**src/rtl/writeback_stage_if.sv**
```systemverilog
// MEM/WB handshake and pipeline bus between the memory stage (master) and writeback (slave).
interface writeback_stage_if #(
  parameter int WIDTH   = 32,
  parameter int REGADDR = 5
);
  logic               mem_valid;
  logic               mem_ready;
  logic               stall;
  logic               flush;
  logic [REGADDR-1:0] mem_rd;
  logic               mem_regwrite;
  logic               mem_memtoreg;
  logic [2:0]         mem_loadtype;
  logic [1:0]         mem_addrlo;
  logic [WIDTH-1:0]   mem_aluout;
  logic [WIDTH-1:0]   mem_readdata;

  modport master (
    output mem_valid, stall, flush, mem_rd, mem_regwrite, mem_memtoreg,
           mem_loadtype, mem_addrlo, mem_aluout, mem_readdata,
    input  mem_ready
  );

  modport slave (
    input  mem_valid, stall, flush, mem_rd, mem_regwrite, mem_memtoreg,
           mem_loadtype, mem_addrlo, mem_aluout, mem_readdata,
    output mem_ready
  );
endinterface

```
**src/rtl/writeback_stage.sv**
```systemverilog
// MIPS writeback stage: MEM/WB register, big-endian load formatting, illegal-load
// suppression, register-file write port and a retired-instruction counter.
module writeback_stage #(
  parameter int WIDTH   = 32,
  parameter int REGADDR = 5
) (
  input  logic               clk,
  input  logic               rst_n,
  writeback_stage_if.slave   mem,
  output logic [REGADDR-1:0] rd,
  output logic [WIDTH-1:0]   writedata,
  output logic               regwrite,
  output logic               wb_valid,
  output logic               exc_misaligned,
  output logic [31:0]        retired_count
);

  logic             accept;
  logic             illegal;
  logic             misaligned;
  logic [7:0]       load_byte;
  logic [15:0]      load_half;
  logic [WIDTH-1:0] load_data;
  logic [WIDTH-1:0] next_data;

  assign mem.mem_ready = !mem.stall;
  assign accept        = mem.mem_valid && !mem.stall && !mem.flush;

  // Byte lane 0 is the most significant byte (big-endian addressing).
  always_comb begin
    load_byte = '0;
    load_half = '0;
    load_data = '0;
    illegal   = 1'b0;
    case (mem.mem_addrlo)
      2'd0:    load_byte = mem.mem_readdata[WIDTH-1  -: 8];
      2'd1:    load_byte = mem.mem_readdata[WIDTH-9  -: 8];
      2'd2:    load_byte = mem.mem_readdata[WIDTH-17 -: 8];
      default: load_byte = mem.mem_readdata[WIDTH-25 -: 8];
    endcase
    load_half = mem.mem_addrlo[1] ? mem.mem_readdata[WIDTH-17 -: 16]
                                  : mem.mem_readdata[WIDTH-1  -: 16];
    case (mem.mem_loadtype)
      3'b000: begin
        illegal   = (mem.mem_addrlo != 2'd0);
        load_data = mem.mem_readdata;
      end
      3'b001:  load_data = {{(WIDTH-8){load_byte[7]}}, load_byte};
      3'b010:  load_data = {{(WIDTH-8){1'b0}}, load_byte};
      3'b011: begin
        illegal   = mem.mem_addrlo[0];
        load_data = {{(WIDTH-16){load_half[15]}}, load_half};
      end
      3'b100: begin
        illegal   = mem.mem_addrlo[0];
        load_data = {{(WIDTH-16){1'b0}}, load_half};
      end
      default: illegal = 1'b1;
    endcase
  end

  // Load faults only matter when the load result is actually selected.
  always_comb begin
    misaligned = mem.mem_memtoreg && illegal;
    if (!mem.mem_memtoreg)
      next_data = mem.mem_aluout;
    else if (illegal)
      next_data = '0;
    else
      next_data = load_data;
  end

  // regwrite is resolved at capture so it is a clean single-cycle pulse.
  always_ff @(posedge clk or negedge rst_n) begin
    if (!rst_n) begin
      rd             <= '0;
      writedata      <= '0;
      regwrite       <= 1'b0;
      wb_valid       <= 1'b0;
      exc_misaligned <= 1'b0;
      retired_count  <= 32'd0;
    end else begin
      if (wb_valid && !exc_misaligned)
        retired_count <= retired_count + 32'd1;
      wb_valid       <= accept;
      exc_misaligned <= accept && misaligned;
      regwrite       <= accept && mem.mem_regwrite && (mem.mem_rd != '0) && !misaligned;
      if (accept) begin
        rd        <= mem.mem_rd;
        writedata <= next_data;
      end
    end
  end

endmodule
```
**src/flat_wrapper.sv**
```systemverilog
// flat-port wrapper written by rule: the top's interface ports become plain ports
module writeback_stage_flat 
#(
  parameter int WIDTH   = 32,
  parameter int REGADDR = 5
)
  (clk, rst_n, rd, writedata, regwrite, wb_valid, exc_misaligned, retired_count, mem_mem_valid, mem_stall, mem_flush, mem_mem_rd, mem_mem_regwrite, mem_mem_memtoreg, mem_mem_loadtype, mem_mem_addrlo, mem_mem_aluout, mem_mem_readdata, mem_mem_ready);
  writeback_stage_if #(.WIDTH(WIDTH), .REGADDR(REGADDR)) mem_i ();
  input  logic clk;
  input  logic rst_n;
  output logic [REGADDR-1:0] rd;
  output logic [WIDTH-1:0] writedata;
  output logic regwrite;
  output logic wb_valid;
  output logic exc_misaligned;
  output logic [31:0] retired_count;
  input wire logic [$bits(mem_i.mem_valid)-1:0] mem_mem_valid;
  input wire logic [$bits(mem_i.stall)-1:0] mem_stall;
  input wire logic [$bits(mem_i.flush)-1:0] mem_flush;
  input wire logic [$bits(mem_i.mem_rd)-1:0] mem_mem_rd;
  input wire logic [$bits(mem_i.mem_regwrite)-1:0] mem_mem_regwrite;
  input wire logic [$bits(mem_i.mem_memtoreg)-1:0] mem_mem_memtoreg;
  input wire logic [$bits(mem_i.mem_loadtype)-1:0] mem_mem_loadtype;
  input wire logic [$bits(mem_i.mem_addrlo)-1:0] mem_mem_addrlo;
  input wire logic [$bits(mem_i.mem_aluout)-1:0] mem_mem_aluout;
  input wire logic [$bits(mem_i.mem_readdata)-1:0] mem_mem_readdata;
  output wire logic [$bits(mem_i.mem_ready)-1:0] mem_mem_ready;
  assign mem_i.mem_valid = mem_mem_valid;
  assign mem_i.stall = mem_stall;
  assign mem_i.flush = mem_flush;
  assign mem_i.mem_rd = mem_mem_rd;
  assign mem_i.mem_regwrite = mem_mem_regwrite;
  assign mem_i.mem_memtoreg = mem_mem_memtoreg;
  assign mem_i.mem_loadtype = mem_mem_loadtype;
  assign mem_i.mem_addrlo = mem_mem_addrlo;
  assign mem_i.mem_aluout = mem_mem_aluout;
  assign mem_i.mem_readdata = mem_mem_readdata;
  assign mem_mem_ready = mem_i.mem_ready;
  writeback_stage #(.WIDTH(WIDTH), .REGADDR(REGADDR)) u_core (.clk(clk), .rst_n(rst_n), .mem(mem_i), .rd(rd), .writedata(writedata), .regwrite(regwrite), .wb_valid(wb_valid), .exc_misaligned(exc_misaligned), .retired_count(retired_count));
endmodule
```
**config.mk**
```make
export PLATFORM = sky130hd
export DESIGN_NAME = writeback_stage_flat
export DESIGN_NICKNAME = d
export VERILOG_FILES = /design/src/rtl/writeback_stage_if.sv /design/src/rtl/writeback_stage.sv /design/src/flat_wrapper.sv
export SDC_FILE = /design/constraint.sdc
export NUM_CORES = 1
export LEC_CHECK = 0
export CORE_MARGIN = 2
export CORE_UTILIZATION = 41
export CTS_BUF_LIST = sky130_fd_sc_hd__clkbuf_4 sky130_fd_sc_hd__clkbuf_8
export DETAILED_ROUTE_END_ITERATION = 16
export GPL_TIMING_DRIVEN = 0
export PLACE_DENSITY = 0.75
export SLEW_MARGIN = 20
export SYNTH_ARGS = -nofsm -noshare
export SYNTH_HDL_FRONTEND = slang
export SYNTH_SLANG_ARGS = --single-unit
```
**constraint.sdc**
```tcl
create_clock -name clk -period 1.5 [get_ports clk]
set_clock_uncertainty 0.05 [all_clocks]
set_input_delay 0.3 -clock clk [delete_from_list [all_inputs] [get_ports clk]]
set_output_delay 0.3 -clock clk [all_outputs]
set_load 0.005 [all_outputs]
```
==> results of run 1 <==
==> final timing paths <==
path                                    startpoint                       end  cells past startpoint
setup / recovery           u_core.retired_count[5]  u_core.retired_count[18]                      7
hold / removal                mem_mem_readdata[14]      u_core.writedata[14]                      3
setup reg to reg           u_core.retired_count[5]  u_core.retired_count[18]                      7
hold reg to reg                       u_core.rd[4]              u_core.rd[4]                      2
max in group asynchronous                    rst_n   u_core.retired_count[4]                      3
min in group asynchronous                    rst_n      u_core.writedata[20]                      2
==> timing repair <==
item | in CTS | in global routing
endpoints found under the hold margin | 32 | 0
buffers inserted | 60 | 13
cloned | 4 | 1
setup endpoints to repair | 132 | 61
gates resized for setup | 185 | 76
hold buffers | 1 | 0
pin swaps | 36 | 33
==> metal layers <==
| layer | up-vias | track usage [%] |
|---|---|---|
| met2 | 238 | 48.7 |
| met4 | 0 | 12.3 |
| met5 | - | 0 |
| met3 | 43 | 6.28 |
| met1 | 2050 | 32.6 |
| li1 | 1864 | - |
==> cell usage after synthesis, drive strengths merged, types with 5 or more instances <==
master	n	share of area, %
a21oi	51	6.5
a221oi	15	3.4
and2	5	0.87
and3	13	2.1
buf	12	2.7
clkbuf	13	1.3
dfrtp	72	46
mux4	8	4.6
nand2	25	2.4
nand3	13	1.7
nand4	13	2.4
nor3b	36	6.9
o21ai	32	4.1
xnor2	29	6.5
==> sequential cells by signal (all words and copies together), names as in the netlist <==
name	cells
u_core.retired_count	32
u_core.writedata	32
u_core.rd	5
u_core.exc_misaligned	1
u_core.regwrite	1
u_core.wb_valid	1
==> layout make-up <==
class                           instances  share of cell area (%)
Multi-Input combinational cell        272                    35.9
Timing Repair Buffer                  223                    28.9
Sequential cell                        72                    26.1
Buffer                                 24                    3.39
Tap cell                              129                    2.34
Clock buffer                           11                    2.10
Clock inverter                          5                   0.815
Inverter                                4                   0.398
==> report_power, final <==
part / internal (mW) / switching, mW / total, mW
logic: 0.854 / 0.743 / 1.60
clock network: 0.830 / 0.776 / 1.61
registers: 2.16 / 0.164 / 2.32
total: 3.84 / 1.68 / 5.53
==> cells by family (layout without fill, tap and decap cells) <==
group | count (synthesis) | after routing
AND/OR/NAND/NOR | 123 | 123
AO/OA/AOI/OAI | 106 | 106
flip-flops | 72 | 72
XOR/XNOR | 32 | 32
buffers and inverters | 29 | 267
multiplexers | 10 | 10
adder cells (fa/ha/maj) | 1 | 1
==> worst max-delay path, delay by kind of cell, from the launching register on <==
| kind | cells | cell delay (ps) |
|---|---|---|
| xor+xnor | 1 | 190 |
| simple gates | 3 | 530 |
| buf+inv | 3 | 470 |
| flops | 1 | 380 |
==> results by stage, run 1 <==
Run status:
- The flow ran to the end, but the final reports show violations.
- The final reports fail on setup timing.

Logic synthesis:
- The mux share of post-synthesis cell area is 5.20%.
- Among all flip-flop cells after synthesis, the most frequent one is sky130_fd_sc_hd__dfrtp_1.
- For this run, the register share of the synthesized area comes to approximately 46%.
- After synthesis the cells add up to approximately 3900 sq um.
- The post-synth net total is approximately 460.
- Summing the areas of all compound-gate instances in the mapped netlist gives ~16% of the synthesized area.
- The mean instance size in the synthesized netlist is 10.5 sq um.
- The synthesized netlist devotes 20.1% of its cell area to simple gates.
- The cell count after synthesis is 373.
- For this run, asynchronously set or reset flops after synthesis account for 100%.
- The post-synthesis adder-cell area fraction is 0.321%.
- After synthesis, the largest family of logic cells by area is simple AND/OR/NAND/NOR gates.
- The Yosys step of the flow raised 0 warnings.
- In this run, distinct cell masters in the synthesized netlist total 43.
- The number of enable-type register cells in the synthesized netlist is 0.
- Of the total synthesized cell area, the portion taken by XOR and XNOR cells is around 7.2%.
- The number of register bits inferred by synthesis is ~70.

CTS:
- The clock tree root driver cell is sky130_fd_sc_hd__clkbuf_8.
- Buffers inserted during clock tree synthesis total 9.
- The clock passes through at most 2 buffers.
- The number of sinks handled by clock tree synthesis is about 70.
- The source-to-sink clock delay at the later pin of the worst-skew pair is 350 ps.
- After clock tree synthesis, the clock-pin slew on the worst setup and hold paths is 90 ps.
- The depth of the CTS H-tree is 3.
- TritonCTS built the clock tree.

Global routing:
- In the global route stage, overall resource usage came out at 27.9%.
- For this run the aggregate overflow at the end of global routing stands at 0.
- The number of antenna violations at the first check in global routing came to 0.
- Entering global routing, the biggest net connects 41 pins.
- The number of global-route vias before repair is 4290.
- The first global-routing pass estimated 22000 microns of wire.

Pwr:
- The final total power is 5.53 mW.
- The total power per unit cell area is between 700 and 800 nW/um^2.
- The static leakage is 3.26 nW.
- IR analysis of the VDD net gives a maximum drop of roughly 430 uV.

Timing:
- The portion of the clock cycle consumed by the worst path in the final layout is 114%.
- The post-route worst setup slack is -210 ps.
- The final count of pins violating max slew is 0.
- The upper clock frequency limit is 585 MHz.
- The smallest clock period supported by the final layout is computed as 1710 ps.
- Setup repair after global routing could not meet its margin everywhere.
- The final hold violation count is 0.
- The minimum hold slack is 252 ps.
- The remaining max-slew budget at the tightest pin is between 60 and 70%.
- Summed over all failing endpoints, the final setup total negative slack is -3840 ps.
- The count of final setup violators is 27.
- The transition time at the pin with the least slew margin is roughly 540 ps.

Floorplanning:
- The area of the core is between 9000 and 10000 sq um.
- The initial utilization of the core area, before any placement, comes to 42.2%.
- between 150 and 200 I/O pins were placed.
- The floorplan step defined a die boundary enclosing between 10000 and 15000 sq um.
- The horizontal die dimension is 102 microns.
- After floorplanning, the core was divided into 35 placement rows.
- The die span in y is 102 microns.

Cells and area:
- Once layout is complete, the cells apart from fillers number 740.
- The net count of the finished layout is 688.
- The area occupied by multi-input gates is about 2500 sq um.
- The antenna diode count is 0.
- The area growth from synthesis to layout is 77.2%.
- The final standard cell area without fillers is 6910 sq um.
- Fill cells in the final layout number 638.
- The proportion of layout cells with a drive suffix above 1 is 36.2%.
- The sequential cell area is 1810 sq um.
- The library cells used most frequently in the layout, excluding fill and tap cells, are 93 x sky130_fd_sc_hd__dlygate4sd2_1, 69 x sky130_fd_sc_hd__dfrtp_1, 62 x sky130_fd_sc_hd__buf_4, 39 x sky130_fd_sc_hd__clkdlybuf4s50_1, 36 x sky130_fd_sc_hd__nor3b_1.
- The most common cell after layout, fill and taps aside is sky130_fd_sc_hd__dlygate4sd2_1.
- Measured on the finished design, the core utilization comes to 74.8%.

Routing:
- After detailed routing, the average wire length per cell comes to 20.5 microns.
- The initial DRC count is 204.
- The detail route stage leaves a number of antenna-violating nets equal to 0.
- The via count of the routed design is 4195.
- In the detailed route, the total length drawn on met3 is 1170 microns.
- After detailed routing, no signal wire sits above met4.
- The total iterations of the first detailed-routing run is 4.
- Detailed routing placed a total of approximately 7600 microns of wire on met2.
- After detailed routing, the number of remaining DRC violations is 0.
- The average via count per standard cell is about 5.7.
- The met1 wire length is 5790 microns.
- The routed wire length is approximately 15000 microns.

Setup path:
- The required time of the critical path is 1710 ps.
- In this design, the stage delay of the slowest critical-path cell is 380 ps.
- The worst setup path is captured at a flop.
- The flop-to-flop setup slack is -210 ps.
- The worst setup path is launched from a flop.
- The maximum net fanout on the critical path is 6.
- At the worst endpoint, the arrival time is 1920 ps.
- The worst setup path is of the reg -> reg kind.
- The slowest cell on the critical path is sky130_fd_sc_hd__dfrtp_1.
- Walking the worst path, the cells encountered are buf_6 -> nand4_4 -> nor4_4 -> buf_6 -> buf_8 -> nand3_2 -> xnor2_1.
- The critical path's most frequent cell is sky130_fd_sc_hd__buf_6.

Placed design:
- The total placed cells including tap cells is 652.
- Before CTS, the worst setup slack after placement is -893 ps.
- The half-perimeter wire length of the detailed placement result is approximately 9500 microns.
- During placement, the flow inserted port buffers numbering ~150.
- The congestion estimate from routability-driven global placement came to between 0.9 and 1.
- Summing all placed instances gives a cell area of 5700 sq um.

Min path:
- The min-delay analysis places its worst path in the category in -> reg.

Run:
- Across the run, the number of max-cap violations was 0.
No activity file was read; power rests on OpenSTA's default activity.
==> run 2: changes to the inputs <==
- PLACE_DENSITY: 0.75 -> 0.91
==> run 2 against run 1 <==
The flow still finishes with violations (setup timing). Largest cell class unchanged. Utilization grew 0.27 points. Final cell count grew 1.1%. Total power shrank 0.32%. Worst setup slack lost 99 ps. Cell area grew 0.36%. First-iteration DRC count shrank 16%.
==> results by stage, run 2 (synthesized netlist as in run 1, its figures left out) <==
Cells and area:
- The layout-stage area growth over the synthesis result is 77.9%.
- The proportion of layout cells with a drive suffix above 1 is 36.8% (+0.66 points).
- Leaving out fill and tap cells, the most frequent cell in the layout is sky130_fd_sc_hd__dlygate4sd2_1.
- The final standard cell area without fillers is 6940 sq um (+0.36%).
- In the final layout, the registers with the most flip-flops are u_core.retired_count x32, u_core.writedata x32, u_core.rd x5.
- The net count of the finished layout is 697 (+1.3%).
- The antenna diode count is 0 (unchanged).
- In the layout the commonest cells are 92 x sky130_fd_sc_hd__dlygate4sd2_1, 69 x sky130_fd_sc_hd__buf_4, 67 x sky130_fd_sc_hd__dfrtp_1, 39 x sky130_fd_sc_hd__clkdlybuf4s50_1, 38 x sky130_fd_sc_hd__a21oi_1.
- The fill cell total of the finished layout is 616 (-3.4%).

Setup path:
- STA classifies the critical path endpoint as a flop.
- Among all stages on the critical path, the largest delay is contributed by sky130_fd_sc_hd__dfrtp_1.
- The maximum single-stage delay on the critical path came to 390 ps (about the same).
- The required time of the critical path is 1690 ps (-20 ps).
- The worst setup path is launched from a flop.
- The maximum net fanout on the critical path is 5 (-1).
- Walking the worst path, the cells encountered are buf_4 -> nand2_1 -> nor4_4 -> buf_6 -> buf_6 -> nand4_1 -> xnor2_1.
- The signal arrival time at the worst endpoint is 2000 ps (+80 ps).
- The critical path's most frequent cell is sky130_fd_sc_hd__buf_6.
- By startpoint and endpoint, the worst setup path is classified as reg -> reg.

CTS:
- The total clock buffers created by CTS was 9 (unchanged).
- The depth of the CTS H-tree was 3 (unchanged).
- The source-to-sink clock delay at the later pin of the worst-skew pair came to 340 ps (about the same).
- The CTS clock-pin slew for the worst setup and hold paths is 80 ps (about the same).
- TritonCTS built the clock tree.
- The number of buffers on the longest clock path was 2 (unchanged).
- The number of sinks handled by clock tree synthesis was 72 (unchanged).
- The clock tree root driver cell is sky130_fd_sc_hd__clkbuf_8.

Floorplanning:
- The number of placed I/O pins was 154 (unchanged).
- The die footprint is 10300 sq um (unchanged).
- The initial core utilization is 42.2% (unchanged).
- The horizontal die dimension is 102 microns (unchanged).
- The area of the core is 9240 sq um (unchanged).
- The die span in y came to 102 microns (unchanged).
- The floorplan row count is 35 (unchanged).

Routing:
- The initial DRC count is 172 (-16%).
- The DRC violations left is 0 (unchanged).
- The routed wire length is 15800 microns (+4.6%).
- The average via count per standard cell is 5.80 (+2.3%).
- The total iterations of the first detailed-routing run came to 4 (unchanged).
- The via count of the routed design was 4336 (+3.4%).
- The remaining number of nets flagged by the antenna check after routing is 0 (unchanged).
- The average wire per cell in the routed design is 21.2 microns (+3.5%).

Timing:
- The transition time at the pin with the least slew margin was 631 ps (+88.6 ps).
- The aggregate negative setup slack is -4620 ps (-780 ps).
- The count of final setup violators is 30 (+11%).
- The final count of pins violating max slew was 0 (unchanged).
- The final hold violation count is 0 (unchanged).
- The minimum hold slack is 229 ps (-22.2 ps).
- The portion of the clock cycle consumed by the worst path in the final layout is 121% (+6.6 points).
- The final critical delay including setup and external delays is 1810 ps (+98.6 ps).
- The post-route worst setup slack is -309 ps (-98.6 ps).
- Setup repair after global routing could not meet its margin everywhere.
- The remaining max-slew budget at the tightest pin was 58.0% (-5.9 points).
- The upper clock frequency limit is 553 MHz (-5.5%).

Global routing:
- The global-route layer with the greatest usage is met2.
- The global-route met3 utilization is 6.14% (-0.14 points).
- The met2 usage in global routing was 52.2% (+3.5 points).
- The global-route wire length before repair is 23100 microns (+5.3%).
- The maximum number of pins on one net before global-route repair came to 46 (+12%).
- The aggregate global routing overflow is 0 (unchanged).
- The number of global-route vias before repair is 4430 (+3.3%).
- The global-route track usage on met1 came to 33.4% (+0.78 points).
- The overall global routing resource usage came to 29.5% (+1.6 points).
- The number of antenna violations at the first check in global routing is 0 (unchanged).

Run status:
- The final reports fail on setup timing.
- The flow ran to the end, but the final reports show violations.

Pwr:
- The static leakage came to 3.28 nW (+0.58%).
- The total power per unit cell area is 794 nW/um^2 (-0.68%).
- The largest vdd supply drop is 492 uV (+15%).
- The final total power is 5.51 mW (-0.32%).

Run:
- The total of max-cap violations is 0 (unchanged).

Placed design:
- The post-detailed-placement cell area is 5700 sq um (unchanged).
- The half-perimeter wire length of the detailed placement result was 9710 microns (+2.6%).
- The number of I/O port buffers is 149 (unchanged).
- The final weighted congestion in routability-driven placement is 0.865 (-5.1%).
- The worst-case setup slack after placement was -928 ps (-34.6 ps).

Min path:
- The path type of the worst min-delay path is in -> reg.
==> run 2: changes by cell type in the layout (fill, tap and decap cells not counted), moves of 3 or more <==
cell                              delta
sky130_fd_sc_hd__buf_6               +4
sky130_fd_sc_hd__a21oi_2             -3
sky130_fd_sc_hd__clkdlybuf4s15_1     +3
sky130_fd_sc_hd__a21oi_1             +4
sky130_fd_sc_hd__buf_4               +7
==> run 2: repair_timing <==
| item | 4_1_cts | 5_1_grt |
|---|---|---|
| resized for setup | 217 | 48 |
| setup endpoints to repair | 133 | 59 |
| cloned | 5 | 0 |
| setup buffers | 63 | 14 |
| pin swaps | 38 | 28 |
| hold buffers | 1 | 0 |
| endpoints found under the hold margin | 27 | 0 |
==> run 2: worst max-delay path, delay by kind of cell (launching register included) <==
family | cells | cell delay [ps]
buffers and inverters | 3 | 430
AND/OR/NAND/NOR | 3 | 580
flip-flops | 1 | 390
XOR/XNOR | 1 | 250
==> run 2: power breakdown <==
part / internal (mW) / switching (mW)
combinational: 0.874 / 0.767
sequential: 2.16 / 0.178
clock: 0.754 / 0.777
==> run 2: layer usage <==
| layer | up-vias | part of all wire [%] |
|---|---|---|
| li1 | 1878 | - |
| met4 | 0 | 4.8 |
| met5 | - | 0 |
| met3 | 64 | 7.2 |
| met2 | 267 | 51 |
| met1 | 2127 | 37 |
==> run 2: metrics by stage <==
step                      cells  util (%)
after floorplan             373         -
after global placement      651      61.5
after detailed placement    652      61.7
after CTS                   734      72.0
after global routing        748      75.1
final                       748      75.1
==> run 2: path summary, 6_finish.rpt <==
check	startpoint	end	slack, ps	cells past startpoint
setup / recovery	u_core.retired_count[13]	u_core.retired_count[31]	-310	7
hold / removal	mem_mem_readdata[7]	u_core.writedata[7]	230	3
setup reg to reg	u_core.retired_count[13]	u_core.retired_count[31]	-310	7
hold reg to reg	u_core.rd[4]	u_core.rd[4]	450	2
max in group asynchronous	rst_n	u_core.writedata[31]	460	3
min in group asynchronous	rst_n	u_core.retired_count[21]	360	2
==> run 2: cell type report <==
cell class,instances,area [sq um],share of cell area (%)
multi-input cells,272,2470,35.6
repair buffers,232,2050,29.5
flip-flops and latches,72,1810,26.1
plain buffers,24,235,3.39
well taps,129,161,2.33
clock buffers,9,124,1.79
clock inverters,6,61.3,0.884
inverters,4,27.5,0.397
==> run 3: changes to the inputs <==
- ABC_AREA: unset -> 1
- CORE_UTILIZATION: 41 -> 48
- PLACE_DENSITY: 0.91 -> 0.95
- clock period: 1.5 -> 1.82 ns (I/O delays scaled with it)
==> run 3 against run 2 <==
The flow still finishes with violations (setup timing). Clock power shrank 5%. Register-to-register slack gained 400 ps. Clock-buffer cell count grew 1. Critical path type is now reg -> out.
==> results by stage, run 3 <==
Logic synthesis:
- The fraction of registers with async set/reset was 100% (unchanged).
- The count of warnings emitted by yosys is 0 (unchanged).
- The sequential-to-total area share from yosys stat is 37.9% (-8.3 points).
- The commonest register cell after synthesis is sky130_fd_sc_hd__dfrtp_1.
- The fraction of synthesized cell area taken by the top area cell type came to 37.9% (-8.3 points).
- In the synthesized netlist, the cells that appear most often are 252 x sky130_fd_sc_hd__nand2_1, 72 x sky130_fd_sc_hd__dfrtp_1, 67 x sky130_fd_sc_hd__nor2_1.
- The post-synthesis cell area was 4750 sq um (+22%).
- The largest total area in the synthesized netlist belongs to sky130_fd_sc_hd__dfrtp_1.
- Sorting the synthesized cells by area gives the leading types as sky130_fd_sc_hd__dfrtp_1 38%, sky130_fd_sc_hd__nand2_1 20%, sky130_fd_sc_hd__nand3_1 6.1%.
- The distinct cell type count of the synthesized netlist is 28 (-35%).
- The cell count after synthesis is 693 (+86%).
- The number of register bits inferred by synthesis is 72 (unchanged).
- Yosys instantiated no cell more often than sky130_fd_sc_hd__nand2_1.
- The post-synth net total came to 775 (+70%).
- The number of enable-type register cells in the synthesized netlist came to 0 (unchanged).
- The mean instance size in the synthesized netlist is 6.86 sq um (-34%).

Global routing:
- The overall global routing resource usage is 28.0% (-1.4 points).
- The number of antenna violations at the first check in global routing came to 0 (unchanged).
- The aggregate global routing overflow is 0 (unchanged).
- The number of global-route vias before repair is 5290 (+19%).
- The maximum number of pins on one net before global-route repair is 55 (+20%).
- The global-route wire length before repair was 24400 microns (+5.5%).

Setup path:
- The top cell family by delay on the critical path is buffers and inverters.
- The startpoint of the lowest-slack register-to-register path is u_core.retired_count[0].
- The signal arrival time at the worst endpoint is 1430 ps (-570 ps).
- The required time of the critical path is 1410 ps (-280 ps).
- The number of cells on the worst reg-to-reg path is 10 (+3).
- The number of buffer and inverter instances along the worst setup path was 2 (-1).
- The slowest cell on the critical path is sky130_fd_sc_hd__clkdlybuf4s50_1.
- The kind of critical path is reg -> out.
- The flop-to-flop setup slack is 90 ps (+400 ps).
- The maximum single-stage delay on the critical path is 500 ps (+110 ps).
- The sort of element at the start of the critical path is a flop.
- Traced cell by cell, the critical path runs through buf_4 -> clkdlybuf4s50_1.
- STA classifies the critical path endpoint as an output port.
- The maximum net fanout on the critical path was 3 (-2).
- The worst register-to-register path ends at u_core.retired_count[18].

CTS:
- The number of sinks handled by clock tree synthesis was 72 (unchanged).
- The number of buffers on the longest clock path came to 2 (unchanged).
- The depth of the CTS H-tree is 3 (unchanged).
- The CTS clock-pin slew for the worst setup and hold paths is 80 ps (about the same).
- The clock tree from TritonCTS is yes.
- The total clock buffers created by CTS is 9 (unchanged).
- Clock tree synthesis selected as its root buffer the cell sky130_fd_sc_hd__clkbuf_8.
- The source-to-sink clock delay at the later pin of the worst-skew pair is 360 ps (+20 ps).

Pwr:
- The largest vdd supply drop came to 365 uV (-26%).
- The total power per unit cell area is 703 nW/um^2 (-12%).
- The static leakage came to 3.07 nW (-6.2%).

Cells and area:
- The proportion of layout cells with a drive suffix above 1 came to 13.4% (-23 points).
- In the final layout, the registers with the most flip-flops are u_core.retired_count x32, u_core.writedata x32, u_core.rd x5.
- The most common cell after layout, fill and taps aside is sky130_fd_sc_hd__nand2_1.
- The fill cell total of the finished layout is 780 (+27%).
- The antenna diode count is 0 (unchanged).
- The final standard cell area without fillers is 6860 sq um (-1.2%).
- The net count of the finished layout came to 950 (+36%).
- The sequential cell area is 1810 sq um (about the same).
- Compared with the post-synthesis result, the final layout area differs by 44.2%.
- The area occupied by multi-input gates is 2710 sq um (+9.8%).
- The top cell types in the final layout, fill and taps aside, are 250 x sky130_fd_sc_hd__nand2_1, 146 x sky130_fd_sc_hd__clkdlybuf4s50_1, 66 x sky130_fd_sc_hd__dfrtp_1, 65 x sky130_fd_sc_hd__nor2_1, 56 x sky130_fd_sc_hd__nand3_1.

Routing:
- The remaining number of nets flagged by the antenna check after routing is 0 (unchanged).
- The routed wire length was 15100 microns (-4.5%).
- The DRC violations left is 0 (unchanged).
- The initial DRC count came to 234 (+36%).
- The average via count per standard cell is 5.33 (-8.0%).
- The total iterations of the first detailed-routing run is 8 (+4).
- The average wire per cell in the routed design came to 15.0 microns (-29%).
- The via count of the routed design was 5367 (+24%).

Timing:
- The minimum hold slack was 370 ps (+140 ps).
- The final hold violation count is 0 (unchanged).
- The final critical delay including setup and external delays is ~1800 ps.
- The final count of pins violating max slew is 0 (unchanged).
- The portion of the clock cycle consumed by the worst path in the final layout is 101%.
- The post-route worst setup slack was -26.9 ps (+282 ps).
- The remaining max-slew budget at the tightest pin came to 64.1% (+6.2 points).
- Setup repair after global routing could not meet its margin everywhere.
- Timing would allow up to around 540 MHz.
- The count of final setup violators is 1 (-97%).
- The transition time at the pin with the least slew margin is 538 ps (-92.7 ps).

Floorplanning:
- The initial core utilization came to 49.1% (+6.9 points).
- The area of the core is 9680 sq um (+4.8%).
- The die footprint is 10700 sq um (+4.0%).
- The die span in y is 104 microns (+2.0%).
- The horizontal die dimension is 104 microns (+2.0%).
- The floorplan row count is 36 (+2.9%).
- The number of placed I/O pins is 154 (unchanged).

Run status:
- The checks that failed: setup timing.
- The flow ran to the end, but the final reports show violations.

Placed design:
- The post-detailed-placement cell area came to 6470 sq um (+13%).
- The half-perimeter wire length of the detailed placement result was 11400 microns (+17%).
- The final weighted congestion in routability-driven placement was 0.957 (+11%).
- The number of I/O port buffers was 152 (+2.0%).

Min path:
- The path class of the tightest hold or removal check is in -> async.

Run:
- The total of max-cap violations was 0 (unchanged).
[run 3: changes by cell type in the layout (fill, tap and decap cells not counted), moves of 16 or more]
cell	delta
sky130_fd_sc_hd__nor2_1	+64
sky130_fd_sc_hd__a21boi_1	+29
sky130_fd_sc_hd__or2_2	+31
sky130_fd_sc_hd__buf_6	-18
sky130_fd_sc_hd__nand2_1	+226
sky130_fd_sc_hd__o21ai_2	-16
sky130_fd_sc_hd__buf_4	-56
sky130_fd_sc_hd__nand3_1	+54
sky130_fd_sc_hd__nor3b_1	-35
sky130_fd_sc_hd__inv_1	+36
sky130_fd_sc_hd__clkdlybuf4s50_1	+107
sky130_fd_sc_hd__dlygate4sd2_1	-90
[run 3: area by class of cell]
type / instances / area share, %
inverter: 43 / 2.35
buffer: 26 / 2.19
clock inverter: 6 / 1.35
multi-input combinational: 552 / 39.6
timing repair buffer: 164 / 23.8
clock buffer: 10 / 1.92
sequential: 72 / 26.4
tap: 133 / 2.43
[run 3: worst max-delay path by stage]
stage,cells after the start,to,slack [ps],start
2_1_floorplan,10,u_core.retired_count[18],130,u_core.retired_count[0]
3_3_place_gp,1,u_core.writedata[0],-2120,rst_n
3_5_place_dp,8,u_core.writedata[31],-420,mem_mem_addrlo[0]
4_1_cts,10,u_core.retired_count[18],-20,u_core.retired_count[0]
5_1_grt,2,retired_count[1],-30,u_core.retired_count[1]
6_report,2,retired_count[1],-30,u_core.retired_count[1]
[run 3: through the flow]
step | util (%) | worst slack, ps | power (mW) | instances | TNS, ps
2_1_floorplan | - | 126 | 2.48 | 693 | 0
3_3_place_gp | 66.5 | -2120 | 3.23 | 978 | -162750
3_5_place_dp | 66.8 | -421 | 3.26 | 979 | -12770
4_1_cts | 69.5 | -21.3 | 4.74 | 998 | -21.3
5_1_grt | 70.8 | -29.1 | 5.03 | 1006 | -53.6
6_report | 70.8 | -26.9 | 4.82 | 1006 | -26.9
[run 3: per-layer routing]
metal,vias to the layer above,track usage (%),routed length (microns)
met5,-,0,0
met4,0,12.5,522
met3,52,6.42,1240
met2,284,50.3,7610
met1,2472,31.8,5760
li1,2559,-,-
[run 3: what timing repair did]
action	4_1_cts	5_1_grt
endpoints found under the setup margin	14	43
pin swaps	1	4
setup buffers	2	8
resized for setup	9	29
hold endpoints to repair	18	0
hold buffers	1	0
[run 3: power breakdown]
| part | total, mW | leakage [nW] | internal (mW) | switching (mW) |
|---|---|---|---|---|
| clock | 1.46 | 0.107 | 0.794 | 0.667 |
| combinational | 1.41 | 2.06 | 0.822 | 0.585 |
| sequential | 1.95 | 0.902 | 1.79 | 0.157 |
| total | 4.82 | 3.07 | 3.41 | 1.41 |
[run 3: worst register-to-register path, stage by stage, from the launching register on]
cell and delay [ps]:
sky130_fd_sc_hd__dfrtp_2 440, sky130_fd_sc_hd__ha_4 190, sky130_fd_sc_hd__nand3_2 150, sky130_fd_sc_hd__nor2_4 140, sky130_fd_sc_hd__nand2_2 90, sky130_fd_sc_hd__nor2_4 160, sky130_fd_sc_hd__nand2_2 110, sky130_fd_sc_hd__nor2_4 130
sky130_fd_sc_hd__nand2_1 70, sky130_fd_sc_hd__nand2_1 60, sky130_fd_sc_hd__nand2_1 40
[run 3: kinds of logic after synthesis]
family,share of synthesized area (%)
DFF,37.9
adders and majority gates,0.263
buffers and inverters,6.26
AOI/OAI and AO/OA,11.5
xor gates and xnor gates,3.13
and+or+nand+nor,40.9
